[config.mk]
export PLATFORM = sky130hd
export DESIGN_NAME = match_scorekeeper
export DESIGN_NICKNAME = d
export VERILOG_FILES = /design/src/rtl/match_scorekeeper.sv
export SDC_FILE = /design/constraint.sdc
export NUM_CORES = 1
export LEC_CHECK = 0
export BUFFER_PORTS_ARGS = -buffer_cell sky130_fd_sc_hd__buf_2
export CAP_MARGIN = 20
export CORE_MARGIN = 4
export CORE_UTILIZATION = 52
export CTS_CLUSTER_DIAMETER = 80
export CTS_CLUSTER_SIZE = 24
export DETAILED_ROUTE_END_ITERATION = 10
export HOLD_SLACK_MARGIN = 0.06
export PLACE_DENSITY = 0.75
export SETUP_SLACK_MARGIN = 0.15
export SLEW_MARGIN = 10
export SYNTH_ARGS = -nofsm -noshare
export SYNTH_HDL_FRONTEND = slang
export SYNTH_SLANG_ARGS = --single-unit
[constraint.sdc]
create_clock -name clock -period 2.7 [get_ports clock]
set_clock_uncertainty 0.05 [all_clocks]
set_input_delay 0.27 -clock clock [delete_from_list [all_inputs] [get_ports clock]]
set_output_delay 0.27 -clock clock [all_outputs]
set_load 0.005 [all_outputs]
[src/rtl/match_scorekeeper.sv]
// -----------------------------------------------------------------------------
// match_scorekeeper
//
// Best-of-N match sequencer placed after the Rock-Paper-Scissors game
// controller. On every round_done pulse it samples win_in/lose_in, classifies
// the round (win / lose / tie), updates the running scores, lights the
// matching round LED for HOLD_CYCLES cycles and declares the match result
// once either side reaches ROUNDS_TO_WIN points.
//
// Optional feature macro: MATCH_SCOREKEEPER_FORFEIT_EN
//   defined   : a round with win_in=0 and lose_in=0 is a forfeit, scored as a
//               computer point (round_lose_led) and able to end the match.
//   undefined : such a round is a tie (tie_count, round_tie_led).
//
// Parameters
//   ROUNDS_TO_WIN : points needed to win the match (1 .. 2^SCORE_W-1)
//   SCORE_W       : width of each score / tie counter
//   HOLD_CYCLES   : cycles the round LEDs stay lit (>= 1)
//
// Ports
//   clock           in   single clock, rising edge
//   reset_button    in   synchronous active-high reset, highest priority
//   round_done      in   one-cycle pulse: choices are locked
//   win_in          in   controller win output (sampled with round_done)
//   lose_in         in   controller lose output (sampled with round_done)
//   new_match       in   one-cycle pulse: clear scores, start new match
//   player_score    out  player points in the current match
//   computer_score  out  computer points in the current match
//   tie_count       out  ties in the current match, saturating
//   round_win_led   out  last round was a win (lit during HOLD)
//   round_lose_led  out  last round was a loss (lit during HOLD)
//   round_tie_led   out  last round was a tie (lit during HOLD)
//   match_win_led   out  match won by player (OVER only)
//   match_lose_led  out  match won by computer (OVER only)
//   busy            out  high while in HOLD
//   state_dbg       out  current FSM state (0=IDLE, 1=HOLD, 2=OVER)
//
// Handshake: round_done and new_match are single-cycle strobes with no
// back-pressure. round_done is consumed only in IDLE; pulses arriving in
// HOLD or OVER are dropped. new_match wins over round_done in the same cycle.
// All outputs are registered.
// -----------------------------------------------------------------------------
module match_scorekeeper #(
   parameter int ROUNDS_TO_WIN = 3,
   parameter int SCORE_W       = 4,
   parameter int HOLD_CYCLES   = 25_000_000
) (
   input  logic               clock,
   input  logic               reset_button,
   input  logic               round_done,
   input  logic               win_in,
   input  logic               lose_in,
   input  logic               new_match,
   output logic [SCORE_W-1:0] player_score,
   output logic [SCORE_W-1:0] computer_score,
   output logic [SCORE_W-1:0] tie_count,
   output logic               round_win_led,
   output logic               round_lose_led,
   output logic               round_tie_led,
   output logic               match_win_led,
   output logic               match_lose_led,
   output logic               busy,
   output logic [1:0]         state_dbg
);

   localparam int TW = $clog2(HOLD_CYCLES + 1);
   localparam logic [TW-1:0]      HOLD_LOAD = TW'(HOLD_CYCLES - 1);
   localparam logic [SCORE_W-1:0] TARGET    = SCORE_W'(ROUNDS_TO_WIN);
   localparam logic [SCORE_W-1:0] TIE_MAX   = '1;
   localparam logic [SCORE_W-1:0] ONE       = SCORE_W'(1);

   typedef enum logic [1:0] {
      IDLE = 2'd0,
      HOLD = 2'd1,
      OVER = 2'd2
   } state_t;

   state_t          state;
   logic [TW-1:0]   timer;

   assign state_dbg = state;

   always_ff @(posedge clock) begin
      if (reset_button || new_match) begin
         // Reset and new_match clear exactly the same set of registers.
         state          <= IDLE;
         timer          <= '0;
         player_score   <= '0;
         computer_score <= '0;
         tie_count      <= '0;
         round_win_led  <= 1'b0;
         round_lose_led <= 1'b0;
         round_tie_led  <= 1'b0;
         match_win_led  <= 1'b0;
         match_lose_led <= 1'b0;
         busy           <= 1'b0;
      end else begin
         case (state)
            IDLE: begin
               if (round_done) begin
                  // win_in has priority over lose_in.
                  if (win_in) begin
                     player_score  <= player_score + ONE;
                     round_win_led <= 1'b1;
                  end else if (lose_in) begin
                     computer_score <= computer_score + ONE;
                     round_lose_led <= 1'b1;
                  end else begin
`ifdef MATCH_SCOREKEEPER_FORFEIT_EN
                     computer_score <= computer_score + ONE;
                     round_lose_led <= 1'b1;
`else
                     if (tie_count != TIE_MAX) begin
                        tie_count <= tie_count + ONE;
                     end
                     round_tie_led <= 1'b1;
`endif
                  end
                  timer <= HOLD_LOAD;
                  busy  <= 1'b1;
                  state <= HOLD;
               end
            end

            HOLD: begin
               if (timer == '0) begin
                  round_win_led  <= 1'b0;
                  round_lose_led <= 1'b0;
                  round_tie_led  <= 1'b0;
                  busy           <= 1'b0;
                  // Scores were updated on HOLD entry, so they are final here.
                  if (player_score == TARGET) begin
                     match_win_led <= 1'b1;
                     state         <= OVER;
                  end else if (computer_score == TARGET) begin
                     match_lose_led <= 1'b1;
                     state          <= OVER;
                  end else begin
                     state <= IDLE;
                  end
               end else begin
                  timer <= timer - TW'(1);
               end
            end

            OVER: begin
               // Terminal until new_match or reset.
            end

            default: begin
               state <= IDLE;
            end
         endcase
      end
   end

endmodule

### Word level (Yosys, flattened, before mapping)

Cells that the tools add are included.

| operators by class | value |
|---|---|
| $mul | 0 |
| shift operators | 0 |
| muxes and demuxes | 22 |
| add/sub/neg operators | 4 |
| divide/modulo/power cells | 0 |
| reductions and logical operators | 15 |
| equal/unequal tests | 12 |
| bitwise logic cells | 4 |
| $lt $le $gt $ge | 0 |

Operators with widths:

| cell | count |
|---|---|
| 25-bit 2-to-1 mux | 2 |
| 25-bit one-hot mux with 2 select lines | 1 |
| 25-bit logical NOT | 1 |
| 25-bit by 1-bit subtractor with 25-bit output (second input constant) | 1 |
| 3-bit AND reduction | 5 |
| 5-bit AND reduction | 3 |
| 2-bit != test (second input constant) | 7 |
| 4-bit by 1-bit adder with 4-bit output (second input constant) | 3 |
| 4-bit AND reduction | 3 |
| 1-bit 2-to-1 mux | 10 |
| 4-bit by 2-bit == test with 1-bit output (second input constant) | 2 |
| 2-bit 2-to-1 mux | 4 |
| 1-bit one-hot mux with 2 select lines | 4 |
| 2-bit one-hot mux with 3 select lines | 1 |
| 4-bit != test (second input constant) | 1 |
| 1-bit inverter | 4 |
| 2-bit by 1-bit == test with 1-bit output (second input constant) | 1 |
| 2-bit == test (second input constant) | 1 |
| 2-bit logical NOT | 1 |
| 2-bit nonzero test | 1 |
| 1-bit logical OR | 1 |

| word-level totals | value |
|---|---|
| bits in read-only memories | 0 |
| memory bits (writable) | 0 |
| word-level logic and storage cells | 68 |
| bits in latches | 0 |
| output and inout port bits | 20 |
| memories | 0 |
| flip-flop bits (word level) | 45 |

### Longest topological paths before layout

| logic depth | value |
|---|---|
| depth after elaboration | 5 |
| gate-level depth with buffers | 9 |
| mapped depth without buffers | 7 |

### Worst setup path before layout

Ideal clock, no wire load.

| path | value |
|---|---|
| kind | reg-to-reg |
| from | reg timer[8] |
| to | reg timer[22] |
| arrival time | 2.523 ns |
| data required time | 2.576 ns |
| period minus slack after synthesis | 2.648 ns |
| library setup time | 0.074 ns |
| stages on the path, launching flop included | 7 |
| slack | 0.052 ns |
| path buffers | 1 |
| cell sequence | dfxtp_1 > or4_1 > buf_2 > or4_4 > or4b_4 > or4_1 > a31oi_1 |

| on the way | value |
|---|---|
| longest elaborated chain between the ends | 3 |
| elaborated cells on any way between the ends | 6 |
| those cells by class | add/sub (1); eq/ne (1); mux (2); reduce/logical (2) |

RTL lines:

| element | line | source |
|---|---|---|
| start: declaration | 79 | `logic [TW-1:0] timer;` |
| start signal: assignment | 142 | `timer <= timer - TW'(1);` |
| 25-bit by 1-bit subtractor with 25-bit output or 25-bit logical NOT (tied branches) | 142, 126 |  |
| 25-bit 2-to-1 mux or 2-bit != test (tied branches) | - |  |
| 25-bit one-hot mux with 2 select lines or 3-bit AND reduction (tied branches) | - |  |

Several ways; a longest one is shown, not always the timed one. The select of a mux whose other input is x is not followed.
A chain may end at the register's enable or synchronous reset.

### Final worst setup path

| path | value |
|---|---|
| from | reg timer[11] |
| to | reg timer[22] |

The elaborated chain is that of the path after synthesis.

==> flow_summary.toml <==
[status]
status = "finished clean"

[timing]
setup-tns-final_ns = 0
drv_slew = 0
slew_headroom = 0.5232
tightest_slew_ns = 0.7152
setup_violations = 0
finalHoldViolCount = 0
finalCritPeriodShare = 0.9266
rsz0062_at_grt = "yes"
period_needed_ns = 2.502
fmax_ghz = 0.3997

[die]
die_h_um = 72.67
die_w_um = 72.67
die_area_sq_mm = 0.005280
start_util = 0.5398
core_sq_mm = 0.004029
num_io_pins = 26
rows = 23

[setup_path]
crit_chain = "or4_4 > or4_4 > or4b_4 > or4_1 > a31oi_1"
startpoint_type = "flop"
crit_end = "timer[22]"
cp_max_fo = 5
startpoint = "timer[11]"
worstRegToRegCells = 5
cp_common_cell = "or4_4"
endpoint_kind = "flop"
r2r_slack_ns = 0.20
worstPathRequired_ns = 2.88
r2r-end = "timer[22]"
reg2reg_from = "timer[11]"
slowest_delay_ns = 0.53
cpMaxStageDelayCell = "or4_4"
critical_path_class = "reg -> reg"
worstPathArrival_ns = 2.68

[yosys]
postSynthCellCount = 254
syn_avg_cell_area_sq_um = 8.561
synth_edf_count = 0
ys_ff_latch = 45
yosysWarnings = 0
async_reset_ff_frac = 0
syn_nets = 265
synth_cell_types = 40
ys_seq_area_frac = 0.4143
synth_ff_type = "dfxtp_1"
synth_area_sq_mm = 0.002175

[clocking]
clkSinkCount = 45
root_buffer = "clkbuf_8"
clkLatencyLatePin_ns = 0.30
cts_made_buffers = 5
htreeDepth = 2
clock_path_buffers = 2
cts.hold.buffers_added = 0
cts_tree = "yes"
clkTransAtPathRegs_ns = 0.08

[placement]
finalWeightedCongestion = 0.9246
io_buffers = 25
dpl.hpwl_um = 3602
dp_cells = 330

[final_layout]
fillers = 366
antenna_cells = 0
instances_no_fill = 339
syn_to_final_growth_pct = 17.78
drive_gt1_frac = 0.2007
layout_commonest_cell = "dfxtp_1"
nNetsFinal = 299
layout_common_cells = "dfxtp_1, nor2_1, buf_2, a21oi_1"

[detailed_routing]
drt_iter0_markers = 149
vias_per_cell = 6.198
wl_um = 5250
via_count = 2101
wire_per_inst_um = 15.49
dr.pass1.iters = 4
ant_nets = 0
drc_errors = 0

[power_and_ir_drop]
leakagePower_nw = 1.007
peakVddDrop_v = 0.0004098
p_int_w = 0.001085
pwr-share-comb = 0.159
swShare = 0.2674
power_switching_w = 0.0003959
pwr-share-clk = 0.358
finalPower_w = 0.001481
p_seq_frac = 0.483
cellPowerDensity_mw_per_mm2 = 578.2

[min_path]
hp-class = "in -> reg"

[global_route]
grt_pass1_vias = 1908
grt_max_degree = 37
grt.overflow.total = 0
antenna_found_initial = 0
grt_pass1_wl_um = 8700
grtUsageTotal = 0.2074

[flow_run]
maxCapViolations = 0
[worst min-delay path by stage]
stage,start,endpoint,slack (ns),cells after the start
CTS,reset_button,timer[3],0.20,4
global route,reset_button,timer[3],0.23,4
global placement,match_lose_led,match_lose_led,0.40,2
finish,reset_button,timer[3],0.21,4
floorplan,win_in,player_score[1],0.38,2
detailed placement,match_win_led,match_win_led,0.41,2
[per-layer routing]
metal  GRT usage  wire, um  up-vias
met4     0.07377        85        0
met1      0.2721      2460     1009
met2      0.3417      2484       41
li1            -         -     1040
met5           0         0        -
met3     0.03719       219       11
[critical path: cells and delay by family (launching register included)]
| family | cells | cell delay, ns |
|---|---|---|
| flops | 1 | 0.33 |
| simple gates | 4 | 1.91 |
| compound gates | 1 | 0.13 |
[cells in the mapped netlist (2+ instances only)]
library cell  count  area share
a211oi_1          4       0.014
a21oi_1          22       0.051
a31oi_1          10       0.029
and3_1            4       0.012
buf_2             3      0.0069
clkbuf_1          8       0.014
dfxtp_1          45        0.41
ha_1              5       0.029
inv_1             3      0.0052
mux2i_1           2      0.0092
nand2_1          12       0.021
nand2b_1          2      0.0058
nand3_1           9       0.021
nand4_1           8       0.023
nor2_1           26       0.045
nor3_1            7       0.016
nor3b_1           6       0.021
nor4_1           12       0.035
o21ai_0           8       0.018
o31ai_1           8       0.028
o41ai_1           2      0.0081
or3_1            12       0.035
or4_1            12       0.041
xnor2_1           2      0.0081
xor2_1            7       0.028
[timing repair]
action                                  4_1_cts  5_1_grt
resized for setup                             3        2
setup buffers                                 1        0
endpoints found under the setup margin        1        8
pin swaps                                     3        1
[logic make-up after synthesis]
kind of cell,Yosys count,synth area share
flip-flops,45,0.4143
buffers and inverters,14,0.02589
AND/OR/NAND/NOR,121,0.3216
AO/OA/AOI/OAI,57,0.1588
adder cells (fa/ha/maj),5,0.02877
multiplexers,3,0.01438
XOR/XNOR,9,0.03625
[sequential cells by signal (all words and copies together) (netlist names)]
name / cells
tie_count: 4
computer_score: 4
match_win_led: 1
round_tie_led: 1
state_dbg: 2
player_score: 4
round_win_led: 1
match_lose_led: 1
busy: 1
timer: 25
round_lose_led: 1
[cell type report]
class | count | area (sq um) | share of cell area
Multi-Input combinational cell | 195 | 1232 | 0.4812
Clock inverter | 1 | 30.03 | 0.01172
Sequential cell | 45 | 903.4 | 0.3527
Timing Repair Buffer | 38 | 235.2 | 0.09184
Inverter | 3 | 11.26 | 0.004397
Clock buffer | 7 | 86.33 | 0.03371
Tap cell | 50 | 62.56 | 0.02443
[power groups by stage]
| stage | clock [W] | combinational (W) | sequential (W) |
|---|---|---|---|
| after detailed placement | 0 | 0.000227 | 0.000728 |
| after global routing | 0.000567 | 0.000260 | 0.000720 |
| after floorplan | 0 | 0.000163 | 0.000720 |
| final | 0.000530 | 0.000236 | 0.000715 |
| after CTS | 0.000534 | 0.000231 | 0.000712 |
| after global placement | 0 | 0.000223 | 0.000727 |
[per-stage QoR]
stage / utilization / hold slack, ns / instance area (sq um) / setup WS [ns]
floorplan: - / 0.3800 / 2181 / 0.08360
global placement: 0.6006 / 0.4025 / 2420 / 0.1639
detailed placement: 0.6006 / 0.4094 / 2420 / 0.1075
CTS: 0.6329 / 0.2047 / 2550 / 0.1240
global route: 0.6357 / 0.2268 / 2561 / 0.1218
finish: 0.6357 / 0.2066 / 2561 / 0.1981
(Power assumes the default switching activity.)
